$ cat src/rtl/bcd_pkg.sv
// Shared types and constants for the binary-to-BCD conversion block.
package bcd_pkg;

  typedef enum logic {
    IDLE  = 1'b0,
    SHIFT = 1'b1
  } state_t;

  localparam int BCD_DIGITS = 3;
  localparam int DEC_MAX    = 999;
  localparam int CNT_W      = 4;

endpackage

$ cat src/rtl/bcd3_convert_if.sv
// Request/result bundle between the subtract stage, the converter and the digit renderer.
interface bcd3_convert_if #(
  parameter int N      = 10,
  parameter int DIGITS = 3
);
  // Handshake: a request is start=1 while the converter is idle (busy=0, or the
  // done cycle itself); start while converting is dropped, never queued.
  // done pulses for one cycle when bcd/neg/err carry the new result.
  logic                  start;
  logic [N-1:0]          bin;
  logic                  borrow_in;
  logic                  busy;
  logic                  done;
  logic [4*DIGITS-1:0]   bcd;
  logic                  neg;
  logic                  err;

  modport master (
    output start, bin, borrow_in,
    input  busy, done, bcd, neg, err
  );

  modport slave (
    input  start, bin, borrow_in,
    output busy, done, bcd, neg, err
  );
endinterface

$ cat src/rtl/bcd_add3.sv
// Double-dabble digit correction: add 3 to a BCD digit that is 5 or more.
module bcd_add3 (
  input  logic [3:0] din,
  output logic [3:0] dout
);

  assign dout = (din >= 4'd5) ? din + 4'd3 : din;

endmodule

$ cat src/rtl/bcd3_convert.sv
// Sequential shift-and-add-3 converter: one input bit per clock, results held
// until the next conversion completes.
module bcd3_convert
  import bcd_pkg::*;
#(
  parameter int N      = 10,
  parameter int DIGITS = BCD_DIGITS
) (
  input  logic         clk,
  input  logic         rst_n,
  bcd3_convert_if.slave io,
  output state_t       dbg_state
);

  localparam int             BW      = 4 * DIGITS;
  localparam logic [N-1:0]   MAX_BIN = N'(DEC_MAX);
  localparam logic [BW-1:0]  SAT_BCD = {DIGITS{4'd9}};

  state_t            state_q, state_d;
  logic [N-1:0]      sr_q, sr_d;
  logic [BW-1:0]     acc_q, acc_d;
  logic [CNT_W-1:0]  cnt_q, cnt_d;
  logic              neg_q, neg_d;
  logic              err_q, err_d;
  logic [BW-1:0]     bcd_out_q, bcd_out_d;
  logic              neg_out_q, neg_out_d;
  logic              err_out_q, err_out_d;
  logic              busy_q, busy_d;
  logic              done_q, done_d;

  logic [BW-1:0]     acc_corr;
  logic [BW-1:0]     acc_shift;

  for (genvar g = 0; g < DIGITS; g++) begin : g_add3
    bcd_add3 u_add3 (
      .din  (acc_q[4*g +: 4]),
      .dout (acc_corr[4*g +: 4])
    );
  end

  // The carry out of the top digit only exists for out-of-range inputs,
  // whose result is replaced by the saturated value anyway.
  assign acc_shift = BW'({acc_corr, sr_q[N-1]});

  always_comb begin
    state_d   = state_q;
    sr_d      = sr_q;
    acc_d     = acc_q;
    cnt_d     = cnt_q;
    neg_d     = neg_q;
    err_d     = err_q;
    bcd_out_d = bcd_out_q;
    neg_out_d = neg_out_q;
    err_out_d = err_out_q;
    busy_d    = busy_q;
    done_d    = 1'b0;

    case (state_q)
      IDLE: begin
        busy_d = 1'b0;
        if (io.start) begin
          sr_d    = io.bin;
          neg_d   = io.borrow_in;
          err_d   = (io.bin > MAX_BIN);
          acc_d   = '0;
          cnt_d   = CNT_W'(N);
          busy_d  = 1'b1;
          state_d = SHIFT;
        end
      end
      SHIFT: begin
        busy_d = 1'b1;
        acc_d  = acc_shift;
        sr_d   = {sr_q[N-2:0], 1'b0};
        cnt_d  = cnt_q - CNT_W'(1);
        if (cnt_q == CNT_W'(1)) begin
          bcd_out_d = err_q ? SAT_BCD : acc_shift;
          neg_out_d = neg_q;
          err_out_d = err_q;
          done_d    = 1'b1;
          state_d   = IDLE;
        end
      end
      default: state_d = IDLE;
    endcase
  end

  always_ff @(posedge clk or negedge rst_n) begin
    if (!rst_n) begin
      state_q   <= IDLE;
      sr_q      <= '0;
      acc_q     <= '0;
      cnt_q     <= '0;
      neg_q     <= 1'b0;
      err_q     <= 1'b0;
      bcd_out_q <= '0;
      neg_out_q <= 1'b0;
      err_out_q <= 1'b0;
      busy_q    <= 1'b0;
      done_q    <= 1'b0;
    end else begin
      state_q   <= state_d;
      sr_q      <= sr_d;
      acc_q     <= acc_d;
      cnt_q     <= cnt_d;
      neg_q     <= neg_d;
      err_q     <= err_d;
      bcd_out_q <= bcd_out_d;
      neg_out_q <= neg_out_d;
      err_out_q <= err_out_d;
      busy_q    <= busy_d;
      done_q    <= done_d;
    end
  end

  assign io.busy   = busy_q;
  assign io.done   = done_q;
  assign io.bcd    = bcd_out_q;
  assign io.neg    = neg_out_q;
  assign io.err    = err_out_q;
  assign dbg_state = state_q;

endmodule
$ cat src/flat_wrapper.sv
// flat-port wrapper written by rule: the top's interface ports become plain ports
module bcd3_convert_flat import bcd_pkg::*;
#(
  parameter int N      = 10,
  parameter int DIGITS = BCD_DIGITS
)
  (clk, rst_n, dbg_state, io_start, io_bin, io_borrow_in, io_busy, io_done, io_bcd, io_neg, io_err);
  bcd3_convert_if #(.N(N), .DIGITS(DIGITS)) io_i ();
  input  logic clk;
  input  logic rst_n;
  output state_t dbg_state;
  input wire logic [$bits(io_i.start)-1:0] io_start;
  input wire logic [$bits(io_i.bin)-1:0] io_bin;
  input wire logic [$bits(io_i.borrow_in)-1:0] io_borrow_in;
  output wire logic [$bits(io_i.busy)-1:0] io_busy;
  output wire logic [$bits(io_i.done)-1:0] io_done;
  output wire logic [$bits(io_i.bcd)-1:0] io_bcd;
  output wire logic [$bits(io_i.neg)-1:0] io_neg;
  output wire logic [$bits(io_i.err)-1:0] io_err;
  assign io_i.start = io_start;
  assign io_i.bin = io_bin;
  assign io_i.borrow_in = io_borrow_in;
  assign io_busy = io_i.busy;
  assign io_done = io_i.done;
  assign io_bcd = io_i.bcd;
  assign io_neg = io_i.neg;
  assign io_err = io_i.err;
  bcd3_convert #(.N(N), .DIGITS(DIGITS)) u_core (.clk(clk), .rst_n(rst_n), .io(io_i), .dbg_state(dbg_state));
endmodule
$ cat config.mk
export PLATFORM = sky130hd
export DESIGN_NAME = bcd3_convert_flat
export DESIGN_NICKNAME = d
export VERILOG_FILES = /design/src/rtl/bcd_pkg.sv /design/src/rtl/bcd3_convert_if.sv /design/src/rtl/bcd_add3.sv /design/src/rtl/bcd3_convert.sv /design/src/flat_wrapper.sv
export SDC_FILE = /design/constraint.sdc
export NUM_CORES = 1
export LEC_CHECK = 0
export CORE_MARGIN = 1
export CORE_UTILIZATION = 48
export CTS_CLUSTER_SIZE = 8
export DETAILED_ROUTE_END_ITERATION = 12
export PLACE_DENSITY = 0.86
export SLEW_MARGIN = 20
export SYNTH_ARGS = -nofsm -noshare
export SYNTH_HDL_FRONTEND = slang
export SYNTH_SLANG_ARGS = --single-unit
$ cat constraint.sdc
create_clock -name clk -period 1.5 [get_ports clk]
set_input_delay 0.3 -clock clk [delete_from_list [all_inputs] [get_ports clk]]
set_output_delay 0.3 -clock clk [all_outputs]
set_load 0.03 [all_outputs]
---- After elaboration in Yosys (flattened, before gate mapping) ----
Cells that the tools add are included.
storage, ports and cells
  output and inout port bits .............. 17
  logic and storage cells ................. 40
  input bits .............................. 14
  register bits ........................... 45
operators by class
  $lt $le $gt $ge ......................... 4
  bitwise logic cells ..................... 1
  reduce and logical (&&, ||, !) cells .... 2
  add/subtract/negate cells ............... 4
  muxes and demuxes ....................... 16
  equality and inequality tests ........... 2
operator list
  operator                                                                             count
  12-bit 2-to-1 mux                                                                    2
  12-bit one-hot mux with 2 select lines                                               1
  10-bit one-hot mux with 2 select lines                                               1
  4-bit by 3-bit greater-or-equal comparator with 1-bit output, second input constant  3
  4-bit 2-to-1 mux                                                                     3
  10-bit greater-than comparator, second input constant                                1
  10-bit 2-to-1 mux                                                                    1
  4-bit by 2-bit adder with 4-bit output, second input constant                        2
  4-bit one-hot mux with 2 select lines                                                1
  4-bit by 1-bit == test with 1-bit output, second input constant                      1
  1-bit 2-to-1 mux                                                                     4
  1-bit one-hot mux with 2 select lines                                                2
  2-bit AND reduction                                                                  2
  4-bit by 1-bit subtractor with 4-bit output, second input constant                   1
  3-bit by 2-bit adder with 3-bit output, second input constant                        1
  3-bit 2-to-1 mux                                                                     1
  2-bit != test, second input constant                                                 1
  1-bit NOT                                                                            1

---- Depth between registers and ports, before layout ----
  word-level depth ........................ 3
  mapped depth ............................ 7
  gate-level depth less buffers ........... 6

---- Modules after synthesis ----
Synthesis repeated with hierarchy kept, for this count alone.
unflattened totals
  cell total of the unflattened synthesis .. 207
  area total of the unflattened synthesis .. 2148.3 um2
by module, submodules not included
  module        area each (um2)  times used  cells an instance  seq. area each (um2)
  bcd3_convert  1844.3           1           159                1126.1
  bcd_add3      101.3            3           16                 0.0

---- Worst setup path before layout ----
Ideal clock, no wire load.
  kind .................................... register -> register
  start ................................... register u_core.state_q (netlist: u_core.dbg_state)
  end ..................................... register u_core.bcd_out_q[2] (netlist: u_core.io.bcd[2])
  data arrival time ....................... 1296 ps
  path slack .............................. 83 ps
  period minus slack after synthesis ...... 1417 ps
  required time ........................... 1379 ps
  setup time .............................. 121 ps
  buffers on the path ..................... 1
  stages on the path, launching flop included .. 5
  cell sequence ........................... dfrtp_1 > and2b_1 > nand3b_4 > buf_2 > a22o_1
between the ends
  word-level cells in the longest chain between the ends .. 1
ends and longest elaborated chain
  element                        RTL line             source
  start: declaration             bcd3_convert.sv:19   state_t state_q, state_d;
  start signal: assignment       bcd3_convert.sv:102  state_q <= state_d;
  2-bit AND reduction (no line)  n/a
  end signal: assignment         bcd3_convert.sv:108  bcd_out_q <= bcd_out_d;
  end: declaration               bcd3_convert.sv:25   logic [BW-1:0] bcd_out_q, bcd_out_d;
Every way passes these cells.
A chain may end at the register's enable or synchronous reset.

---- Worst setup path after layout ----
  start ................................... register u_core.acc_q[5]
  end ..................................... register u_core.bcd_out_q[6] (netlist: u_core.io.bcd[6])
between the ends
  word-level cells in the longest chain between the ends .. 3
  elaborated cells on any way between the ends .. 4
  those cells by class .................... add/sub: 1; order compare: 1; mux: 2
ends and longest elaborated chain
  element                                                                                                                        RTL line             source
  start: declaration                                                                                                             bcd3_convert.sv:21   logic [BW-1:0] acc_q, acc_d;
  start signal: assignment                                                                                                       bcd3_convert.sv:92   acc_q <= '0;
  start signal: assignment                                                                                                       bcd3_convert.sv:104  acc_q <= acc_d;
  4-bit by 2-bit adder with 4-bit output / 4-bit by 3-bit greater-or-equal comparator with 1-bit output (equally long branches)  bcd_add3.sv:7        assign dout = (din >= 4'd5) ? din + 4'd3 : din;
  4-bit 2-to-1 mux *                                                                                                             bcd_add3.sv:7
  12-bit 2-to-1 mux *                                                                                                            bcd3_convert.sv:77   bcd_out_d = err_q ? SAT_BCD : acc_shift;
Mark *: on every way between the ends. The rest lies on a longest branch, timed or not.

==> results.cfg <==
[run_status]
status = finished clean

[routing]
drt_iter0_drc = 116
wire_per_inst_um = 14.2
drtAntennaViolNets = 0
vias = 1630
drcViolationCount = 0
wl_mm = 4.22
drt_pre_antenna_iters = 4
routed_via_density = 5.51

[placement]
dpl.cell_count = 286
place.port_buffers = 30
hpwl_mm = 2.92
gp_congestion = 0.827

[die]
die-area_um2 = 4640
pin_count = 31
coreArea_um2 = 4090
rows = 23
die_h_um = 68.1
initial_utilization = 0.514
die_w_um = 68.1

[clocking]
clkTransAtPathRegs_ns = 0.08
cts.sinks = 45
insertion_delay_ns = 0.30
cts_max_level = 2
cts_tree = yes
cts_inserted_buffers = 5
cts_max_path_buffers = 2
cts-root-buf = clkbuf_8

[power]
power_per_cell_area_nw_per_um2 = 2220
cellLeakagePower_nw = 1.30
ir_drop_uv = 939

[synth]
ys.flop_type = dfrtp_1
syn_area_um2 = 2100
yosysSeqAreaShare = 0.536
synth_enable_flop_cells = 0
synth_cells = 199
synth.most_common_cell = dfrtp_1
yosys_warnings = 0
synth.cells.most_frequent = 45 x dfrtp_1, 27 x nand2_1, 13 x a21oi_1, 13 x o21ai_0, 12 x mux2i_1
synth_top_cell_by_area = dfrtp_1
syn_area_per_cell_um2 = 10.6
synth.area.top_cells = dfrtp_1 54%, mux2i_1 5.7%, nand2_1 4.8%
synth-seq-cells = 45
async_flop_share = 1.00
synth_cell_type_count = 34
synth_nets = 221
synth.top_cell.area_share = 0.536

[timing]
slew_headroom = 0.718
fmax_mhz = 679
hold_viol_final = 0
finalCritPeriodShare = 0.982
finalSetupTns_ns = 0
finalMaxSlewViolations = 0
min_period_ns = 1.47
finalHoldWorstSlack_ns = 0.464
finalSetupViolations = 0
skew_ns = 0.00633
rsz0062_at_grt = true
worst_pin_slew_ns = 0.423

[global_route]
grt-ovfl-total = 0
grt_pass1_vias = 1489
antenna_found_initial = 0
grt_pass1_wl_mm = 6.77
grt_max_degree = 43
globalRouteTotalUtil = 0.199

[critical_path]
setup.worst_path.start = u_core.acc_q[5]
required_ns = 1.74
cp_max_fo = 4
slowest_stage = dfrtp_1
critPathMaxStageDelay_ns = 0.37
crit_type = reg -> reg
setup.worst_path.end_class = flop
cp.arrival_ns = 1.71
r2r-start = u_core.acc_q[5]
cp-start-kind = flop
crit_chain = inv_2 > ha_2 > nand2b_4 > a21oi_4 > mux2i_2 > a22o_1

[final_layout]
instances_no_fill = 296
n_antenna_cell = 0
fillers = 319
drive_gt1_frac = 0.171
final_nets = 267
area_delta_synth_final_pct = 28.4

[worst_hold_path]
min_from = u_core.neg_q
hold_class = reg -> reg

[run]
maxCapViolCount = 0
==> registers in the layout, indices dropped and copies added (netlist names) <==
signal            cells
u_core.acc_q         12
u_core.io.bcd        12
u_core.sr_q          10
u_core.cnt_q          4
u_core.dbg_state      1
u_core.err_q          1
u_core.io.busy        1
u_core.io.done        1
u_core.io.err         1
u_core.io.neg         1
u_core.neg_q          1
==> metal layers <==
metal / GRT usage / share of wire / vias to the layer above
met1: 0.273 / 0.47 / 792
li1: - / - / 792
met3: 0.0567 / 0.046 / 4
met4: 0.0547 / 0.0095 / 0
met2: 0.305 / 0.48 / 42
met5: 0 / 0 / -
==> timing repair <==
action                     in CTS  in global routing
buffers inserted                0                  1
gates resized for setup        19                 13
pin swaps                       1                  7
gates cloned                    0                  0
hold endpoints to repair       16                  0
hold buffers                    1                  0
setup endpoints to repair      21                  8
==> critical path: cells and delay by family (launching register included) <==
family / cells / cell delay, ns
compound gates: 2 / 0.35
fa+ha+maj: 1 / 0.18
buf+inv: 1 / 0.08
flops: 1 / 0.37
mux: 1 / 0.29
simple gates: 1 / 0.14
==> cells by family after synthesis <==
group                    count (synthesis)  share of synthesized area
XOR/XNOR                                 4                     0.0167
adder cells (fa/ha/maj)                  8                     0.0477
multiplexers                            13                     0.0626
AND/OR/NAND/NOR                         57                      0.132
AO/OA/AOI/OAI                           52                      0.163
buffers and inverters                   20                     0.0417
flip-flops                              45                      0.536
==> final timing paths <==
check	depth (start not counted)	to	slack, ns
worst max-delay path	6	u_core.io.bcd[6]	0.03
worst min-delay path	2	u_core.io.neg	0.46
worst max register to register	6	u_core.io.bcd[6]	0.03
worst min register to register	2	u_core.io.neg	0.46
max in group asynchronous	3	u_core.acc_q[11]	0.54
min in group asynchronous	2	u_core.sr_q[5]	0.47
==> placed cells by master, fill, tap and decap left out, drive strengths merged, types with 5 or more instances in the layout <==
| cell type | netlist | layout |
|---|---|---|
| a21o | 5 | 5 |
| a21oi | 14 | 14 |
| a22o | 7 | 7 |
| buf | 6 | 18 |
| clkbuf | 2 | 8 |
| clkdlybuf4s50 | 0 | 12 |
| dfrtp | 45 | 45 |
| dlygate4sd2 | 0 | 16 |
| ha | 8 | 8 |
| inv | 12 | 12 |
| mux2i | 12 | 12 |
| nand2 | 27 | 27 |
| nor2 | 12 | 12 |
| nor3 | 6 | 6 |
| o21ai | 15 | 15 |
==> metrics by stage <==
stage | worst slack (ns) | instance area, µm² | total power [W] | util
floorplan | 0.0828 | 2100 | 0.00410 | -
global placement | 0.0153 | 2550 | 0.00502 | 0.624
detailed placement | -0.0553 | 2550 | 0.00513 | 0.624
CTS | 0.00519 | 2630 | 0.00575 | 0.643
global route | -0.0219 | 2700 | 0.00641 | 0.660
finish | 0.0274 | 2700 | 0.00599 | 0.660
==> final cells by class <==
type	count	area [µm²]	share of cell area
Tap cell	50	62.6	0.0232
Timing Repair Buffer	47	428	0.159
Sequential cell	45	1130	0.418
Multi-Input combinational cell	134	953	0.354
Clock buffer	8	80.1	0.0297
Inverter	12	45.0	0.0167
==> report_power, final <==
part,total [W],switching [W],internal (W)
logic,0.00310,0.00169,0.00142
clock network,0.000719,0.000388,0.000331
registers,0.00217,0.000415,0.00175
total,0.00599,0.00249,0.00350
Power figures use the tool's default switching activity.
